$ cat src/rtl/ps2_kbd_ascii_if.sv
// CPU-facing keyboard port: level interrupt with ASCII head byte and an edge-sensitive ack.
interface ps2_kbd_ascii_if;
  logic       kbd_int;
  logic [7:0] kbd_data;
  logic       kbd_int_ack;

  modport master (
    output kbd_int,
    output kbd_data,
    input  kbd_int_ack
  );

  modport slave (
    input  kbd_int,
    input  kbd_data,
    output kbd_int_ack
  );
endinterface

$ cat src/rtl/ps2_kbd_ascii.sv
// PS/2 set-2 keyboard receiver: frame capture, make/break/shift decode to ASCII, and a small
// FIFO presented to the CPU as a level interrupt.
module ps2_kbd_ascii #(
  parameter int unsigned FIFO_DEPTH     = 8,
  parameter int unsigned TIMEOUT_CYCLES = 50000
) (
  input  logic            clk50M,
  input  logic            rst,
  input  logic            ps2_clk,
  input  logic            ps2_data,
  ps2_kbd_ascii_if.master kbd,
  output logic            frame_err,
  output logic            overflow
);

  localparam int unsigned AddrW = $clog2(FIFO_DEPTH);
  localparam int unsigned TmoW  = $clog2(TIMEOUT_CYCLES);
  localparam logic [AddrW:0]  CountFull = (AddrW + 1)'(FIFO_DEPTH);
  localparam logic [TmoW-1:0] TmoLast   = TmoW'(TIMEOUT_CYCLES - 1);

  typedef enum logic [1:0] {StIdle, StShift, StCheck} state_e;

  logic r_clk_s1, r_clk_s2, r_clk_s3;
  logic r_dat_s1, r_dat_s2;
  logic w_fall, w_data;

  state_e          r_state, w_state_d;
  logic [9:0]      r_shreg;
  logic [3:0]      r_bitcnt;
  logic [TmoW-1:0] r_tmo;
  logic            w_tmo_hit, w_frame_ok, w_frame_bad;

  logic [7:0] r_byte;
  logic       r_byte_vld;
  logic       r_shift, r_brk, r_ext;
  logic [8:0] w_map;
  logic       w_prefix, w_shift_key, w_push;

  logic [7:0]       r_mem [FIFO_DEPTH];
  logic [AddrW-1:0] r_wr, r_rd;
  logic [AddrW:0]   r_count;
  logic             r_ack_q, r_kbd_int;
  logic [7:0]       r_kbd_data;
  logic             w_full, w_pop, w_wr_en;

  // Two-flop synchronisers; the third clock flop only serves the falling-edge detector.
  always_ff @(posedge clk50M) begin
    if (rst) begin
      r_clk_s1 <= 1'b1;
      r_clk_s2 <= 1'b1;
      r_clk_s3 <= 1'b1;
      r_dat_s1 <= 1'b1;
      r_dat_s2 <= 1'b1;
    end else begin
      r_clk_s1 <= ps2_clk;
      r_clk_s2 <= r_clk_s1;
      r_clk_s3 <= r_clk_s2;
      r_dat_s1 <= ps2_data;
      r_dat_s2 <= r_dat_s1;
    end
  end

  assign w_fall = r_clk_s3 & ~r_clk_s2;
  assign w_data = r_dat_s2;

  always_ff @(posedge clk50M) begin
    if (rst) r_state <= StIdle;
    else     r_state <= w_state_d;
  end

  always_comb begin
    w_state_d = r_state;
    unique case (r_state)
      StIdle:  if (w_fall && !w_data) w_state_d = StShift;
      StShift: begin
        if (w_fall && r_bitcnt == 4'd9) w_state_d = StCheck;
        else if (w_tmo_hit)             w_state_d = StIdle;
      end
      StCheck: w_state_d = StIdle;
      default: w_state_d = StIdle;
    endcase
  end

  always_comb begin
    w_tmo_hit   = (r_state == StShift) && !w_fall && (r_tmo == TmoLast);
    w_frame_ok  = (r_state == StCheck) && (^r_shreg[8:0]) && r_shreg[9];
    w_frame_bad = (r_state == StCheck) && !w_frame_ok;
  end

  always_ff @(posedge clk50M) begin
    if (rst) begin
      r_shreg    <= '0;
      r_bitcnt   <= '0;
      r_tmo      <= '0;
      r_byte     <= '0;
      r_byte_vld <= 1'b0;
      frame_err  <= 1'b0;
    end else begin
      r_byte_vld <= w_frame_ok;
      frame_err  <= w_frame_bad | w_tmo_hit;
      if (w_frame_ok) r_byte <= r_shreg[7:0];
      if (r_state == StShift) begin
        if (w_fall) begin
          r_shreg  <= {w_data, r_shreg[9:1]};
          r_bitcnt <= r_bitcnt + 4'd1;
          r_tmo    <= '0;
        end else begin
          r_tmo <= r_tmo + TmoW'(1);
        end
      end else begin
        r_bitcnt <= '0;
        r_tmo    <= '0;
      end
    end
  end

  function automatic logic [8:0] f_map(input logic [7:0] code, input logic shift);
    logic [4:0] idx;
    logic       letter;
    logic [8:0] res;
    idx    = 5'd0;
    letter = 1'b1;
    res    = 9'h000;
    case (code)
      8'h1C: idx = 5'd0;   8'h32: idx = 5'd1;   8'h21: idx = 5'd2;   8'h23: idx = 5'd3;
      8'h24: idx = 5'd4;   8'h2B: idx = 5'd5;   8'h34: idx = 5'd6;   8'h33: idx = 5'd7;
      8'h43: idx = 5'd8;   8'h3B: idx = 5'd9;   8'h42: idx = 5'd10;  8'h4B: idx = 5'd11;
      8'h3A: idx = 5'd12;  8'h31: idx = 5'd13;  8'h44: idx = 5'd14;  8'h4D: idx = 5'd15;
      8'h15: idx = 5'd16;  8'h2D: idx = 5'd17;  8'h1B: idx = 5'd18;  8'h2C: idx = 5'd19;
      8'h3C: idx = 5'd20;  8'h2A: idx = 5'd21;  8'h1D: idx = 5'd22;  8'h22: idx = 5'd23;
      8'h35: idx = 5'd24;  8'h1A: idx = 5'd25;
      default: letter = 1'b0;
    endcase
    if (letter) begin
      res = {1'b1, (shift ? 8'h41 : 8'h61) + {3'b000, idx}};
    end else begin
      case (code)
        8'h45: res = {1'b1, 8'h30};  8'h16: res = {1'b1, 8'h31};
        8'h1E: res = {1'b1, 8'h32};  8'h26: res = {1'b1, 8'h33};
        8'h25: res = {1'b1, 8'h34};  8'h2E: res = {1'b1, 8'h35};
        8'h36: res = {1'b1, 8'h36};  8'h3D: res = {1'b1, 8'h37};
        8'h3E: res = {1'b1, 8'h38};  8'h46: res = {1'b1, 8'h39};
        8'h29: res = {1'b1, 8'h20};  8'h5A: res = {1'b1, 8'h0D};
        8'h66: res = {1'b1, 8'h08};  8'h76: res = {1'b1, 8'h1B};
        default: res = 9'h000;
      endcase
    end
    return res;
  endfunction

  assign w_map       = f_map(r_byte, r_shift);
  assign w_prefix    = (r_byte == 8'hE0) || (r_byte == 8'hF0);
  assign w_shift_key = (r_byte == 8'h12) || (r_byte == 8'h59);
  assign w_push      = r_byte_vld && !w_prefix && !w_shift_key && !r_brk && !r_ext && w_map[8];

  always_ff @(posedge clk50M) begin
    if (rst) begin
      r_shift <= 1'b0;
      r_brk   <= 1'b0;
      r_ext   <= 1'b0;
    end else if (r_byte_vld) begin
      if (r_byte == 8'hE0) begin
        r_ext <= 1'b1;
      end else if (r_byte == 8'hF0) begin
        r_brk <= 1'b1;
      end else if (w_shift_key) begin
        r_shift <= ~r_brk;
        r_brk   <= 1'b0;
        r_ext   <= 1'b0;
      end else begin
        r_brk <= 1'b0;
        r_ext <= 1'b0;
      end
    end
  end

  // A simultaneous pop frees a slot, so a push into a full FIFO still succeeds then.
  assign w_full  = (r_count == CountFull);
  assign w_pop   = kbd.kbd_int_ack && !r_ack_q && (r_count != '0);
  assign w_wr_en = w_push && (!w_full || w_pop);

  always_ff @(posedge clk50M) begin
    if (w_wr_en) r_mem[r_wr] <= w_map[7:0];
  end

  always_ff @(posedge clk50M) begin
    if (rst) begin
      r_wr       <= '0;
      r_rd       <= '0;
      r_count    <= '0;
      r_ack_q    <= 1'b0;
      r_kbd_int  <= 1'b0;
      r_kbd_data <= 8'h00;
      overflow   <= 1'b0;
    end else begin
      r_ack_q    <= kbd.kbd_int_ack;
      overflow   <= w_push && w_full && !w_pop;
      r_kbd_int  <= (r_count != '0);
      r_kbd_data <= (r_count != '0) ? r_mem[r_rd] : 8'h00;
      if (w_wr_en) r_wr <= r_wr + AddrW'(1);
      if (w_pop)   r_rd <= r_rd + AddrW'(1);
      if (w_wr_en && !w_pop)      r_count <= r_count + (AddrW + 1)'(1);
      else if (w_pop && !w_wr_en) r_count <= r_count - (AddrW + 1)'(1);
    end
  end

  assign kbd.kbd_int  = r_kbd_int;
  assign kbd.kbd_data = r_kbd_data;

endmodule

$ cat src/flat_wrapper.sv
// flat-port wrapper written by rule: the top's interface ports become plain ports
module ps2_kbd_ascii_flat 
#(
  parameter int unsigned FIFO_DEPTH     = 8,
  parameter int unsigned TIMEOUT_CYCLES = 50000
)
  (clk50M, rst, ps2_clk, ps2_data, frame_err, overflow, kbd_kbd_int, kbd_kbd_data, kbd_kbd_int_ack);
  ps2_kbd_ascii_if kbd_i ();
  input  logic clk50M;
  input  logic rst;
  input  logic ps2_clk;
  input  logic ps2_data;
  output logic frame_err;
  output logic overflow;
  output wire logic [$bits(kbd_i.kbd_int)-1:0] kbd_kbd_int;
  output wire logic [$bits(kbd_i.kbd_data)-1:0] kbd_kbd_data;
  input wire logic [$bits(kbd_i.kbd_int_ack)-1:0] kbd_kbd_int_ack;
  assign kbd_kbd_int = kbd_i.kbd_int;
  assign kbd_kbd_data = kbd_i.kbd_data;
  assign kbd_i.kbd_int_ack = kbd_kbd_int_ack;
  ps2_kbd_ascii #(.FIFO_DEPTH(FIFO_DEPTH), .TIMEOUT_CYCLES(TIMEOUT_CYCLES)) u_core (.clk50M(clk50M), .rst(rst), .ps2_clk(ps2_clk), .ps2_data(ps2_data), .kbd(kbd_i), .frame_err(frame_err), .overflow(overflow));
endmodule
$ cat config.mk
export PLATFORM = sky130hd
export DESIGN_NAME = ps2_kbd_ascii_flat
export DESIGN_NICKNAME = d
export VERILOG_FILES = /design/src/rtl/ps2_kbd_ascii_if.sv /design/src/rtl/ps2_kbd_ascii.sv /design/src/flat_wrapper.sv
export SDC_FILE = /design/constraint.sdc
export NUM_CORES = 1
export LEC_CHECK = 0
export BUFFER_PORTS_ARGS = -buffer_cell sky130_fd_sc_hd__buf_4
export CAP_MARGIN = 40
export CORE_MARGIN = 2
export CORE_UTILIZATION = 52
export CTS_CLUSTER_DIAMETER = 60
export CTS_CLUSTER_SIZE = 12
export DETAILED_ROUTE_END_ITERATION = 10
export PLACE_DENSITY = 0.75
export SETUP_SLACK_MARGIN = 0.4
export SLEW_MARGIN = 20
export SYNTH_ARGS = -nofsm -noshare
export SYNTH_HDL_FRONTEND = slang
export SYNTH_SLANG_ARGS = --single-unit
$ cat constraint.sdc
create_clock -name clk50M -period 6.9 [get_ports clk50M]
set_input_delay 0.69 -clock clk50M [delete_from_list [all_inputs] [get_ports clk50M]]
set_output_delay 0.69 -clock clk50M [all_outputs]
set_load 0.005 [all_outputs]
After elaboration in Yosys (flattened, before gate mapping)
Memories as Yosys holds them, arrays and structs flattened. A register that Yosys moved wholly into a read port is not among the register bits.
Cells that the tools add are included.
{"block": "word_totals", "ff_bits": 63, "ram_bits": 64, "out_inout_bits": 11, "wordCells": 151, "n_memories": 1}
{"name": "u_core.r_mem", "depth": 8, "word_bits": 8, "read_ports": 1, "rd_ports_with_merged_regs": 1, "wr": 1, "line_no": "ps2_kbd_ascii.sv:39", "rtl": "logic [7:0] r_mem [FIFO_DEPTH];"}
{"block": "op_classes", "n_addsub": 7, "eq_ne": 52, "muxes": 16, "bitwise_logic": 8, "reduce_logical": 46}
{"operator": "$eq 8x6->1 const B", "count": 23}
{"operator": "$pmux 9 s14", "count": 1}
{"operator": "$pmux 5 s25", "count": 1}
{"operator": "$eq 8x7->1 const B", "count": 11}
{"operator": "$eq 8x5->1 const B", "count": 8}
{"operator": "$reduce_or 26->1", "count": 1}
{"operator": "$logic_and 1x1->1", "count": 19}
{"operator": "$add 16x1->16 const B", "count": 1}
{"operator": "$eq 16x16->1 const B", "count": 1}
{"operator": "$eq 8x8->1 const B", "count": 2}
{"operator": "$logic_not 1->1", "count": 11}
{"operator": "$mux 9", "count": 1}
{"operator": "$reduce_xor 9->1", "count": 1}
{"operator": "$add 4x1->4 const B", "count": 2}
{"operator": "$add 8x5->8", "count": 1}
{"operator": "$eq 4x4->1 const B", "count": 2}
{"operator": "$mux 4", "count": 2}
{"operator": "$reduce_and 2->1", "count": 4}
{"operator": "$add 3x1->3 const B", "count": 2}
{"operator": "$mux 1", "count": 6}
{"operator": "$mux 2", "count": 3}
{"operator": "$mux 6", "count": 1}
{"operator": "$not 1->1", "count": 6}
{"operator": "$ne 2x1->1 const B", "count": 2}
{"operator": "14 further kinds", "count": 17}

Logic depth before layout (Yosys ltp)
Gate-level depths: netlist of run 1.
{"block": "logic_depth", "word_depth": 13, "depth_mapped": 16, "mapped_depth_nobuf": 14}

Least setup slack after synthesis of run 1
OpenSTA, ideal clock, no wires.
{"block": "synth_timing", "kind": "register to register", "start": "register u_core.r_byte[1]", "end": "register u_core.r_count[3]", "setup_ps": 71, "arrival_time_ps": 3189, "slack_ps": 3641, "stages_incl_launch_ff": 16, "path_buffers": 1, "synth_period_minus_slack_ps": 3259, "cell_sequence": "dfxtp_1 > buf_4 > nand2b_1 > mux2i_1 > a211oi_2 > o311ai_1 > a2111oi_4 > nor2_4 > ha_1 > inv_1 > ha_1 > a21o_1 > a21oi_1 > xnor2_1 > or3_1 > a21oi_1"}
{"block": "synth_via", "elab_chain_cells": 12}
{"item": "start, declared", "line_no": "ps2_kbd_ascii.sv:33", "rtl": "logic [7:0] r_byte;"}
{"item": "start signal, assigned", "line_no": "ps2_kbd_ascii.sv:101", "rtl": "if (w_frame_ok) r_byte <= r_shreg[7:0];"}
{"item": "branches (longest 7 deep; another with $reduce_or 26->1)"}
{"item": "$logic_and 1x1->1 (*)", "line_no": "ps2_kbd_ascii.sv:154", "rtl": "assign w_push = r_byte_vld && !w_prefix && !w_shift_key && !r_brk && !r_ext && w_map[8];"}
{"item": "$logic_and 1x1->1 (*)", "line_no": "ps2_kbd_ascii.sv:180", "rtl": "assign w_wr_en = w_push && (!w_full || w_pop);"}
{"item": "net u_core.w_wr_en", "line_no": "ps2_kbd_ascii.sv:44", "rtl": "logic w_full, w_pop, w_wr_en;"}
{"item": "$logic_not 1->1", "line_no": "ps2_kbd_ascii.sv:203", "rtl": "else if (w_pop && !w_wr_en) r_count <= r_count - (AddrW + 1)'(1);"}
{"item": "$logic_and 1x1->1", "line_no": "ps2_kbd_ascii.sv:203"}
{"item": "$reduce_bool 2->1 (no source line)"}
{"item": "end signal, assigned", "line_no": "ps2_kbd_ascii.sv:202", "rtl": "if (w_wr_en && !w_pop) r_count <= r_count + (AddrW + 1)'(1);"}
{"item": "end signal, assigned", "line_no": "ps2_kbd_ascii.sv:203"}
{"item": "end, declared", "line_no": "ps2_kbd_ascii.sv:41", "rtl": "logic [AddrW:0] r_count;"}
Mark *: on every way through the listed nets, which the timed path passes.
A chain may end at the register's enable or synchronous reset.

Final worst setup path of run 1
Same ends and word-level chain as after synthesis.

==> impl_metrics.ini, run 1 <==
[die]
initial_utilization_pct = 53.75
rows = 39
die_w_um = 113.1
dieHeight_um = 113.1
dieArea_mm2 = 0.01279
coreArea_mm2 = 0.01152
io-pin-count = 16

[power_and_ir_drop]
p_per_area_mw_per_mm2 = 272.1
power_frac_seq_pct = 46.0
combPwrFrac_pct = 9.3
p_int_mw = 1.463
vdd_ir_drop_max_uv = 214.0
p_leak_nw = 2.340
clock_power_share_pct = 44.8
switchingPower_uw = 448.8
switching_share_pct = 23.47

[grt]
grt_start_max_net_pins = 48
grt_usage_pct = 21.50
grt_overflow = 0
grt_pass1_wl_um = 21370
grt_pass1_vias = 4256
antenna_found_initial = 0

[final_layout]
regArea_mm2 = 0.003343
finish.utilization_pct = 61.02
fin_cells = 726
finalNetCount = 585
drive_gt1_share_pct = 15.44
design_area_mm2 = 0.007027
fillers = 903
area_delta_synth_final_pct = 13.52
multi_input_area_mm2 = 0.002710
antenna_cells = 0

[critical_path]
critPathMaxFanout = 22
critPathTopFamily = compound AO/OA/AOI/OAI gates
crit_slowest_cell = dfxtp_1
slowest_delay_ns = 0.75
critical_path_class = reg -> reg
path_buf_inv = 1
endpoint_kind = flip-flop
cp.required_ns = 7.24
path_depth = 14
path_cells = nand2b_1 > mux2i_1 > a211oi_2 > o311ai_1 > a2111oi_4 > nor2_4 > ha_1 > inv_1 > ha_1 > a21o_1 > a21oi_1 > xnor2_1 > or3_1 > a21oi_1
cp.arrival_ns = 4.44
cp-start-kind = flip-flop
reg2regPathDepth = 14

[timing]
drv_slew = 0
slew_headroom_pct = 46.74
rsz0062_at_grt = false
worstMarginPinSlew_ns = 0.7978
fin_crit_ns = 4.101
fmax_mhz = 243.8
period_share_pct = 59.44
finalSetupViolCount = 0
hold_viol_final = 0
tns_ns = 0
skew_ns = 0.005688

[synthesis]
avgSynthCellArea_um2 = 11.15
synth_flop_cell = dfxtp_1
synthArstFlopShare_pct = 0
syn_area_mm2 = 0.006190
synthCells = 555
ys_types = 71
synth_seq_cells = 135
yosys_warnings = 0
synth-seq-area-share_pct = 54.01
synth_edf_count = 64

[placement]
dp_cells = 692
port_buffers = 15
place_congestion = 0.8418
placed_cell_area_mm2 = 0.006424
hpwl_um = 8429

[clocking]
cts_tree = done
path_clk_slew_ns = 0.06
numClockSinks = 135
clk_path_buf_depth = 2
htree_levels = 4
post_cts_buffers = 0
clk_latency_ns = 0.41
cts_buffers = 17
post_cts_resized = 0
cts_root_buf = clkbuf_16
cts_hold_buf = 0

[min_path]
hold_class = reg -> reg
min_delay_path_depth = 1

[route]
ant_nets = 0
routed_wl_um = 12480
drtIter0Drc = 296
wire_per_inst_um = 17.19
vias = 4293
drc = 1
via_per_inst = 5.913
drt-pass1-iter-count = 8

[run]
maxCapViolations = 0

[status]
violations = design-rule violations
status = finished with violations
-- worst reg2reg max path, delay by kind of cell, from the launching register on --
family,cells,cell delay [ns]
fa+ha+maj,2,0.50
flops,1,0.75
simple gates,3,0.77
buf+inv,1,0.11
mux,1,0.15
compound gates,6,1.65
xor+xnor,1,0.09
-- cells in the final DEF, fill, tap and decap left out, types with 8 or more instances in the layout --
master     instances
a21oi_1           26
buf_4             21
clkbuf_16         17
conb_1             8
dfxtp_1           71
edfxtp_1          64
ha_1               9
mux2i_1           20
mux4_2            16
nand2_1           48
nand2b_1          16
nand3_1           13
nor2_1            65
nor2b_1           12
nor3_1             9
or2_2              9
xnor2_1           20
xor2_1            13
-- flip-flops by register name, summed over array words and instances, names as in the netlist, 2 cells and up --
name / count
u_core.kbd.kbd_data: 8
u_core.r_bitcnt: 4
u_core.r_byte: 8
u_core.r_count: 4
u_core.r_mem: 64
u_core.r_rd: 3
u_core.r_shreg: 10
u_core.r_state: 2
u_core.r_tmo: 16
u_core.r_wr: 3
-- cell usage after synthesis, types with 3 or more instances --
| cell | number | area (µm²) |
|---|---|---|
| dfxtp_1 | 71 | 1421 |
| nor2_1 | 65 | 244.0 |
| edfxtp_1 | 64 | 1922 |
| nand2_1 | 48 | 180.2 |
| a21oi_1 | 26 | 130.1 |
| mux2i_1 | 20 | 200.2 |
| xnor2_1 | 20 | 175.2 |
| clkbuf_1 | 18 | 67.56 |
| mux4_2 | 16 | 360.4 |
| nand2b_1 | 16 | 100.1 |
| nand3_1 | 13 | 65.06 |
| xor2_1 | 13 | 113.9 |
| nor2b_1 | 12 | 75.07 |
| ha_1 | 9 | 112.6 |
| nor3_1 | 9 | 45.04 |
| or2_2 | 9 | 56.30 |
| buf_2 | 8 | 40.04 |
| and3_1 | 7 | 43.79 |
| buf_1 | 7 | 26.28 |
| inv_1 | 7 | 26.28 |
| nand4_1 | 7 | 43.79 |
| or3_1 | 7 | 43.79 |
| nor4_1 | 6 | 37.54 |
| o21ai_0 | 6 | 30.03 |
| a211oi_1 | 5 | 37.54 |
| a31oi_1 | 5 | 31.28 |
| nor4b_1 | 4 | 35.03 |
| nor4bb_1 | 3 | 30.03 |
-- path summary, 6_finish.rpt --
kind | from | to | slack, ns
setup / recovery | u_core.r_byte[1]$_SDFFE_PP0P_ | u_core.r_count[3]$_SDFFE_PP0P_ | 2.80
hold / removal | u_core.r_clk_s1$_SDFF_PP1_ | u_core.r_clk_s2$_SDFF_PP1_ | 0.40
setup reg to reg | u_core.r_byte[1]$_SDFFE_PP0P_ | u_core.r_count[3]$_SDFFE_PP0P_ | 2.80
hold reg to reg | u_core.r_clk_s1$_SDFF_PP1_ | u_core.r_clk_s2$_SDFF_PP1_ | 0.40
-- area by class of cell --
type,instances,share of cell area [%]
Sequential cell,135,47.58
Multi-Input combinational cell,384,38.57
Clock buffer,19,6.446
Timing Repair Buffer,23,2.671
Tap cell,143,2.546
Clock inverter,13,1.709
Inverter,9,0.4808
-- power groups by stage --
stage / Sequential, mW / Combinational, mW / Clock [mW]
3_3_place_gp: 0.896 / 0.166 / 0
2_1_floorplan: 0.892 / 0.126 / 0
5_1_grt: 0.882 / 0.200 / 0.905
6_report: 0.879 / 0.177 / 0.856
4_1_cts: 0.882 / 0.175 / 0.869
3_5_place_dp: 0.898 / 0.175 / 0
-- stage by stage --
| step | hold slack, ns | setup slack (ns) | power [mW] |
|---|---|---|---|
| floorplan | 0.3895 | 3.641 | 1.018 |
| global placement | 0.3961 | 2.937 | 1.062 |
| detailed placement | 0.3928 | 2.761 | 1.073 |
| CTS | 0.4062 | 2.768 | 1.925 |
| global route | 0.4293 | 2.484 | 1.987 |
| finish | 0.4050 | 2.799 | 1.912 |
-- cells by family after synthesis --
family / synth area share (%)
buffers and inverters: 2.830
other: 0.06058
flip-flops: 54.01
AND/OR/NAND/NOR: 19.06
XOR/XNOR: 4.670
AO/OA/AOI/OAI: 7.621
multiplexers: 9.602
adder cells (fa/ha/maj): 2.143
-- routing by layer --
layer,global-route usage (%),part of all wire (%),up-vias
met5,0,0,-
met4,9.106,2.3,0
met3,5.731,5.4,31
met2,33.65,47,144
met1,28.53,45,2073
li1,-,-,2045
Note: power is estimated with default switching activity, not from simulation.
==> run 2: changes to the inputs <==
--- a/config.mk
+++ b/config.mk
@@ -5,6 +5,7 @@
 export SDC_FILE = /design/constraint.sdc
 export NUM_CORES = 1
 export LEC_CHECK = 0
+export ABC_AREA = 1
 export BUFFER_PORTS_ARGS = -buffer_cell sky130_fd_sc_hd__buf_4
 export CAP_MARGIN = 40
 export CORE_MARGIN = 2
@@ -12,7 +13,7 @@
 export CTS_CLUSTER_DIAMETER = 60
 export CTS_CLUSTER_SIZE = 12
 export DETAILED_ROUTE_END_ITERATION = 10
-export PLACE_DENSITY = 0.75
+export PLACE_DENSITY = 0.78
 export SETUP_SLACK_MARGIN = 0.4
 export SLEW_MARGIN = 20
 export SYNTH_ARGS = -nofsm -noshare
==> constraint.sdc (replaced) <==
create_clock -name clk50M -period 3.3 [get_ports clk50M]
set_input_delay 0.33 -clock clk50M [delete_from_list [all_inputs] [get_ports clk50M]]
set_output_delay 0.33 -clock clk50M [all_outputs]
set_load 0.005 [all_outputs]
==> impl_metrics.ini, run 2 <==
[final_layout]
final_cell_mix = nor2_1 (135), nand2_1 (98), o21ai_0 (67), edfxtp_1 (64), dfxtp_1 (63)
antenna_cells = 0
drive_gt1_share_pct = 20.72
finish.utilization_pct = 64.84
area_delta_synth_final_pct = 22.42
layout_commonest_cell = nor2_1
top_regs = u_core.r_mem (64), u_core.r_tmo (16), u_core.r_shreg (10)
largest_register = u_core.r_mem
design_area_mm2 = 0.007372
finalNetCount = 779
largest_reg_flops = 64

[route]
drc = 0
drt-pass1-iter-count = 8
ant_nets = 0
vias = 4942
routed_wl_um = 13600
drtIter0Drc = 375
via_per_inst = 5.372
wire_per_inst_um = 14.78

[synthesis]
synthCells = 709
yosys_warnings = 0
synth-seq-area-share_pct = 55.52
syn_area_mm2 = 0.006022
ys_types = 36
avgSynthCellArea_um2 = 8.494
synth_top_cells_by_count = nor2_1 (152), nand2_1 (124), dfxtp_1 (71), o21ai_0 (68), edfxtp_1 (64)
synth_flop_cell = dfxtp_1
yosys-top-cells-area = edfxtp_1 (32%), dfxtp_1 (24%), nor2_1 (9.5%)
synth_seq_cells = 135
synth_largest_area_cell = edfxtp_1
synthArstFlopShare_pct = 0
yosys.area.top_type_share_pct = 31.91
synth.most_common_cell = nor2_1
synth_edf_count = 64

[timing]
post-route-worst-setup-slack_ns = 0.4948
drv_slew = 0
period_share_pct = 85.01
fin_crit_ns = 2.805
fmax_mhz = 356.5
tns_ns = 0
worstMarginPinSlew_ns = 0.7760
hold_viol_final = 0
rsz0062_at_grt = false
skew_ns = 0.01063
finalSetupViolCount = 0
slew_headroom_pct = 48.27

[clocking]
numClockSinks = 135
cts_root_buf = clkbuf_16
cts_tree = done
clk_latency_ns = 0.42
htree_levels = 4
path_clk_slew_ns = 0.06
clk_path_buf_depth = 2
cts_buffers = 17

[power_and_ir_drop]
switching_share_pct = 27.78
power_frac_seq_pct = 41.7
switchingPower_mw = 1.236
p_leak_nw = 2.865
vdd_ir_drop_max_uv = 682.2
clock_power_share_pct = 41.3
p_int_mw = 3.214
p_per_area_mw_per_mm2 = 603.6
combPwrFrac_pct = 17.1
p_total_mw = 4.450

[grt]
grt_pass1_vias = 4865
grt_overflow = 0
antenna_found_initial = 0
grt_pass1_wl_um = 22180
grt_usage_pct = 22.34
grt_start_max_net_pins = 34

[critical_path]
critical_path_class = reg -> reg
cp.required_ns = 3.61
critPathLaunch = u_core.r_byte[6]$_SDFFE_PP0P_
slowest_delay_ns = 0.38
cp.arrival_ns = 3.11
cp-start-kind = flip-flop
crit_slowest_cell = dfxtp_4
critPathMaxFanout = 6
regToRegStartpoint = u_core.r_byte[6]$_SDFFE_PP0P_
path_buf_inv = 4
critPathTopFamily = simple AND/OR/NAND/NOR gates
endpoint_kind = flip-flop
path_cells = inv_2 > nand2_4 > buf_12 > nor2_4 > nand2_1 > nand2_1 > nor2_1 > nand2_2 > nor2_4 > nand3_4 > nand3_4 > inv_2 > ha_4 > inv_4 > ha_4 > and3_4 > a211oi_2 > nor2_1 > nor2_1 > nand2_1 > o21ai_1 > a21oi_1

[die]
rows = 39
io-pin-count = 16
initial_utilization_pct = 52.97
dieArea_mm2 = 0.01246
die_w_um = 111.6
coreArea_mm2 = 0.01137
dieHeight_um = 111.6

[placement]
placed_cell_area_mm2 = 0.006381
place_ws_ns = 0.03544
place_congestion = 0.9475
hpwl_um = 8909
port_buffers = 15

[min_path]
hold_class = in -> reg
hp-start = ps2_data

[status]
status = completed

[run]
maxCapViolations = 0
run 2: cell count changes after synthesis, sizes merged, moves of 17 or more:
cell	before	now
o21ai	8	68
nor2	66	157
xnor2	20	3
nand2	48	129
mux2i	20	0
inv	9	57
run 2: routing by layer:
layer / track usage, % / part of all wire [%]
met5: 0 / 0
met4: 12.02 / 3.2
met3: 5.389 / 3.7
met2: 38.86 / 51
met1: 25.46 / 42
run 2: final timing paths:
path / cells after the start / endpoint / slack, ns
setup / recovery: 22 / u_core.r_count[3]$_SDFFE_PP0P_ / 0.49
hold / removal: 2 / u_core.r_dat_s1$_SDFF_PP1_ / 0.09
setup reg to reg: 22 / u_core.r_count[3]$_SDFFE_PP0P_ / 0.49
hold reg to reg: 1 / u_core.r_clk_s2$_SDFF_PP1_ / 0.42
run 2: power groups by stage:
| stage | Sequential [mW] | Combinational [mW] | Clock [mW] |
|---|---|---|---|
| floorplan | 1.89 | 0.465 | 0 |
| global placement | 1.88 | 0.686 | 0 |
| detailed placement | 1.89 | 0.700 | 0 |
| CTS | 1.85 | 0.731 | 1.87 |
| global route | 1.86 | 0.864 | 1.94 |
| finish | 1.85 | 0.759 | 1.84 |
run 2: logic make-up (layout without fill, tap and decap cells):
group | Yosys count | count (layout) | share of synthesized area (%)
xor gates and xnor gates | 12 | 12 | 1.745
adders and majority gates | 10 | 10 | 2.202
other | 1 | 8 | 0.06227
and+or+nand+nor | 355 | 355 | 25.02
AOI/OAI and AO/OA | 123 | 123 | 10.91
DFF | 135 | 135 | 55.52
buffers and inverters | 73 | 134 | 4.550
run 2: area by class of cell:
class / count / area [µm²]
Fill cell: 884 / 3998
Inverter: 58 / 222.7
Clock buffer: 19 / 432.9
Clock inverter: 13 / 145.1
Sequential cell: 135 / 3373
Tap cell: 143 / 178.9
Timing Repair Buffer: 44 / 346.6
Multi-Input combinational cell: 508 / 2673
run 2: what timing repair did:
item	4_1_cts	5_1_grt
pin swaps	8	21
setup buffers	5	11
resized for setup	39	55
hold buffers	0	0
endpoints found under the setup margin	1	3
run 2: metrics by stage:
stage | hold WS (ns) | cells
floorplan | 0.3895 | 716
global placement | 0.3962 | 872
detailed placement | 0.4034 | 872
CTS | 0.06984 | 909
global route | 0.07849 | 920
finish | 0.08571 | 920
==> run 3: changes to the inputs <==
--- a/config.mk
+++ b/config.mk
@@ -8,12 +8,14 @@
 export ABC_AREA = 1
 export BUFFER_PORTS_ARGS = -buffer_cell sky130_fd_sc_hd__buf_4
 export CAP_MARGIN = 40
+export CELL_PAD_IN_SITES_DETAIL_PLACEMENT = 0
+export CELL_PAD_IN_SITES_GLOBAL_PLACEMENT = 1
 export CORE_MARGIN = 2
-export CORE_UTILIZATION = 52
+export CORE_UTILIZATION = 51
 export CTS_CLUSTER_DIAMETER = 60
 export CTS_CLUSTER_SIZE = 12
 export DETAILED_ROUTE_END_ITERATION = 10
-export PLACE_DENSITY = 0.78
+export PLACE_DENSITY = 0.91
 export SETUP_SLACK_MARGIN = 0.4
 export SLEW_MARGIN = 20
 export SYNTH_ARGS = -nofsm -noshare
==> constraint.sdc (replaced) <==
create_clock -name clk50M -period 3.5 [get_ports clk50M]
set_input_delay 0.35 -clock clk50M [delete_from_list [all_inputs] [get_ports clk50M]]
set_output_delay 0.35 -clock clk50M [all_outputs]
set_load 0.005 [all_outputs]
==> impl_metrics.ini, run 3 (synthesis results as in run 2) <==
[route]
via_per_inst = 5.309
ant_nets = 0
wire_per_inst_um = 14.27
drtIter0Drc = 253
vias = 4821
routed_wl_um = 12960
drt-pass1-iter-count = 5
drc = 0

[critical_path]
cp-start-kind = flip-flop
reg2regPathDepth = 21
rrSetupSlack_ns = 0.60
regToRegStartpoint = u_core.r_byte[6]$_SDFFE_PP0P_
critical_path_class = reg -> reg
timing.rr.end = u_core.r_count[3]$_SDFFE_PP0P_
path_buf_inv = 3
crit_slowest_cell = dfxtp_2
endpoint_kind = flip-flop
cp.required_ns = 3.80
critPathTopFamily = simple AND/OR/NAND/NOR gates
critPathMaxFanout = 8
cp.arrival_ns = 3.20
slowest_delay_ns = 0.35
path_cells = inv_1 > nand2_4 > nor2_4 > nand2_2 > nand2_2 > nor2_2 > nand2_1 > nor2_2 > nand3_2 > nand3_4 > inv_1 > ha_2 > inv_2 > ha_1 > and3_1 > a211oi_2 > nor2_1 > nor2_1 > nand2_1 > o21ai_0 > a21oi_1

[timing]
skew_ns = 0.008228
rsz0062_at_grt = false
fmax_mhz = 345.2
tns_ns = 0
slew_headroom_pct = 49.93
finalSetupViolCount = 0
period_share_pct = 82.76
drv_slew = 0
worstMarginPinSlew_ns = 0.7510
hold_viol_final = 0
fin_crit_ns = 2.897

[placement]
place_congestion = 0.8967
port_buffers = 15
hpwl_um = 8945
dp_cells = 870

[grt]
grt_usage_pct = 21.19
grt_start_max_net_pins = 34
grt_pass1_wl_um = 21250
grt_pass1_vias = 4518
grt_overflow = 0
antenna_found_initial = 0

[power_and_ir_drop]
p_leak_nw = 2.810
power_frac_seq_pct = 42.4
clock_power_share_pct = 42.0
switching_share_pct = 26.10
switchingPower_mw = 1.093
vdd_ir_drop_max_uv = 469.5
p_int_mw = 3.094
combPwrFrac_pct = 15.6
p_per_area_mw_per_mm2 = 580.3

[die]
die_w_um = 112.7
initial_utilization_pct = 52.52
dieHeight_um = 112.7
coreArea_mm2 = 0.01147
rows = 39
dieArea_mm2 = 0.01269
io-pin-count = 16

[clocking]
clk_latency_ns = 0.42
numClockSinks = 135
cts_tree = done
cts_buffers = 17
cts_hold_buf = 0
clk_path_buf_depth = 2
htree_levels = 4
cts_root_buf = clkbuf_16
path_clk_slew_ns = 0.05

[final_layout]
fillers = 948
area_delta_synth_final_pct = 19.82
antenna_cells = 0
largest_register = u_core.r_mem
top_regs = u_core.r_mem (64), u_core.r_tmo (16), u_core.r_shreg (10)
finalNetCount = 767
fin_cells = 908
largest_reg_flops = 64
drive_gt1_share_pct = 17.52
layout_commonest_cell = nor2_1
final_cell_mix = nor2_1 (131), nand2_1 (109), o21ai_0 (68), edfxtp_1 (64), dfxtp_1 (63)

[min_path]
hp-start = ps2_data
hold_path_end = u_core.r_dat_s1$_SDFF_PP1_
hold_class = in -> reg
min_delay_path_depth = 2

[run]
maxCapViolations = 0

[status]
status = completed
[run 3: metrics by stage]
| step | total power, mW | hold WS, ns | util, % | cell area [µm²] | worst slack [ns] |
|---|---|---|---|---|---|
| 2_1_floorplan | 2.224 | 0.3895 | - | 6048 | 0.6915 |
| 3_3_place_gp | 2.398 | 0.3964 | 55.45 | 6359 | 0.3546 |
| 3_5_place_dp | 2.432 | 0.4052 | 55.58 | 6374 | 0.2928 |
| 4_1_cts | 4.198 | 0.09990 | 60.87 | 6980 | 0.4321 |
| 5_1_grt | 4.380 | 0.1073 | 62.92 | 7216 | 0.3693 |
| 6_report | 4.187 | 0.1200 | 62.92 | 7216 | 0.6033 |
[run 3: worst register-to-register path, delay by kind of cell (launching register included)]
| family | cells | cell delay [ns] |
|---|---|---|
| buffers and inverters | 3 | 0.25 |
| adder cells (fa/ha/maj) | 2 | 0.47 |
| AO/OA/AOI/OAI | 3 | 0.42 |
| flip-flops | 1 | 0.35 |
| AND/OR/NAND/NOR | 13 | 1.30 |
[run 3: worst max-delay path by stage]
stage	startpoint	end	depth (start not counted)
finish	u_core.r_byte[6]$_SDFFE_PP0P_	u_core.r_count[3]$_SDFFE_PP0P_	21
global route	u_core.r_byte[0]$_SDFFE_PP0P_	u_core.r_count[3]$_SDFFE_PP0P_	21
CTS	u_core.r_byte[0]$_SDFFE_PP0P_	u_core.r_count[3]$_SDFFE_PP0P_	20
detailed placement	u_core.r_byte[0]$_SDFFE_PP0P_	u_core.r_count[3]$_SDFFE_PP0P_	19
global placement	u_core.r_byte[1]$_SDFFE_PP0P_	u_core.r_count[3]$_SDFFE_PP0P_	21
floorplan	u_core.r_byte[1]$_SDFFE_PP0P_	u_core.r_count[3]$_SDFFE_PP0P_	21
[run 3: layout make-up]
class	instances	area, µm²	area share (%)
tap	143	178.9	2.480
timing repair buffer	32	247.7	3.433
inverter	58	217.7	3.017
clock inverter	10	128.9	1.786
sequential	135	3363	46.61
clock buffer	22	454.2	6.294
multi-input combinational	508	2625	36.38
[run 3: power groups by stage]
stage                     combinational, mW  clock, mW  sequential (mW)
after floorplan                       0.438          0             1.79
final                                 0.655       1.76             1.77
after detailed placement              0.625          0             1.81
after global placement                0.594          0             1.80
after global routing                  0.752       1.84             1.78
after CTS                             0.638       1.79             1.77
[run 3: repair_timing]
item / CTS / global route
pin swaps: 0 / 6
gates resized for setup: 5 / 69
setup buffers: 1 / 4
setup endpoints to repair: 1 / 1
[run 3: per-layer routing]
metal / share of wire [%] / vias to the layer above / global-route usage [%]
met5: 0 / - / 0
met3: 5.0 / 24 / 5.454
met4: 2.2 / 0 / 9.350
li1: - / 2456 / -
met1: 44 / 2226 / 26.15
met2: 49 / 115 / 35.21
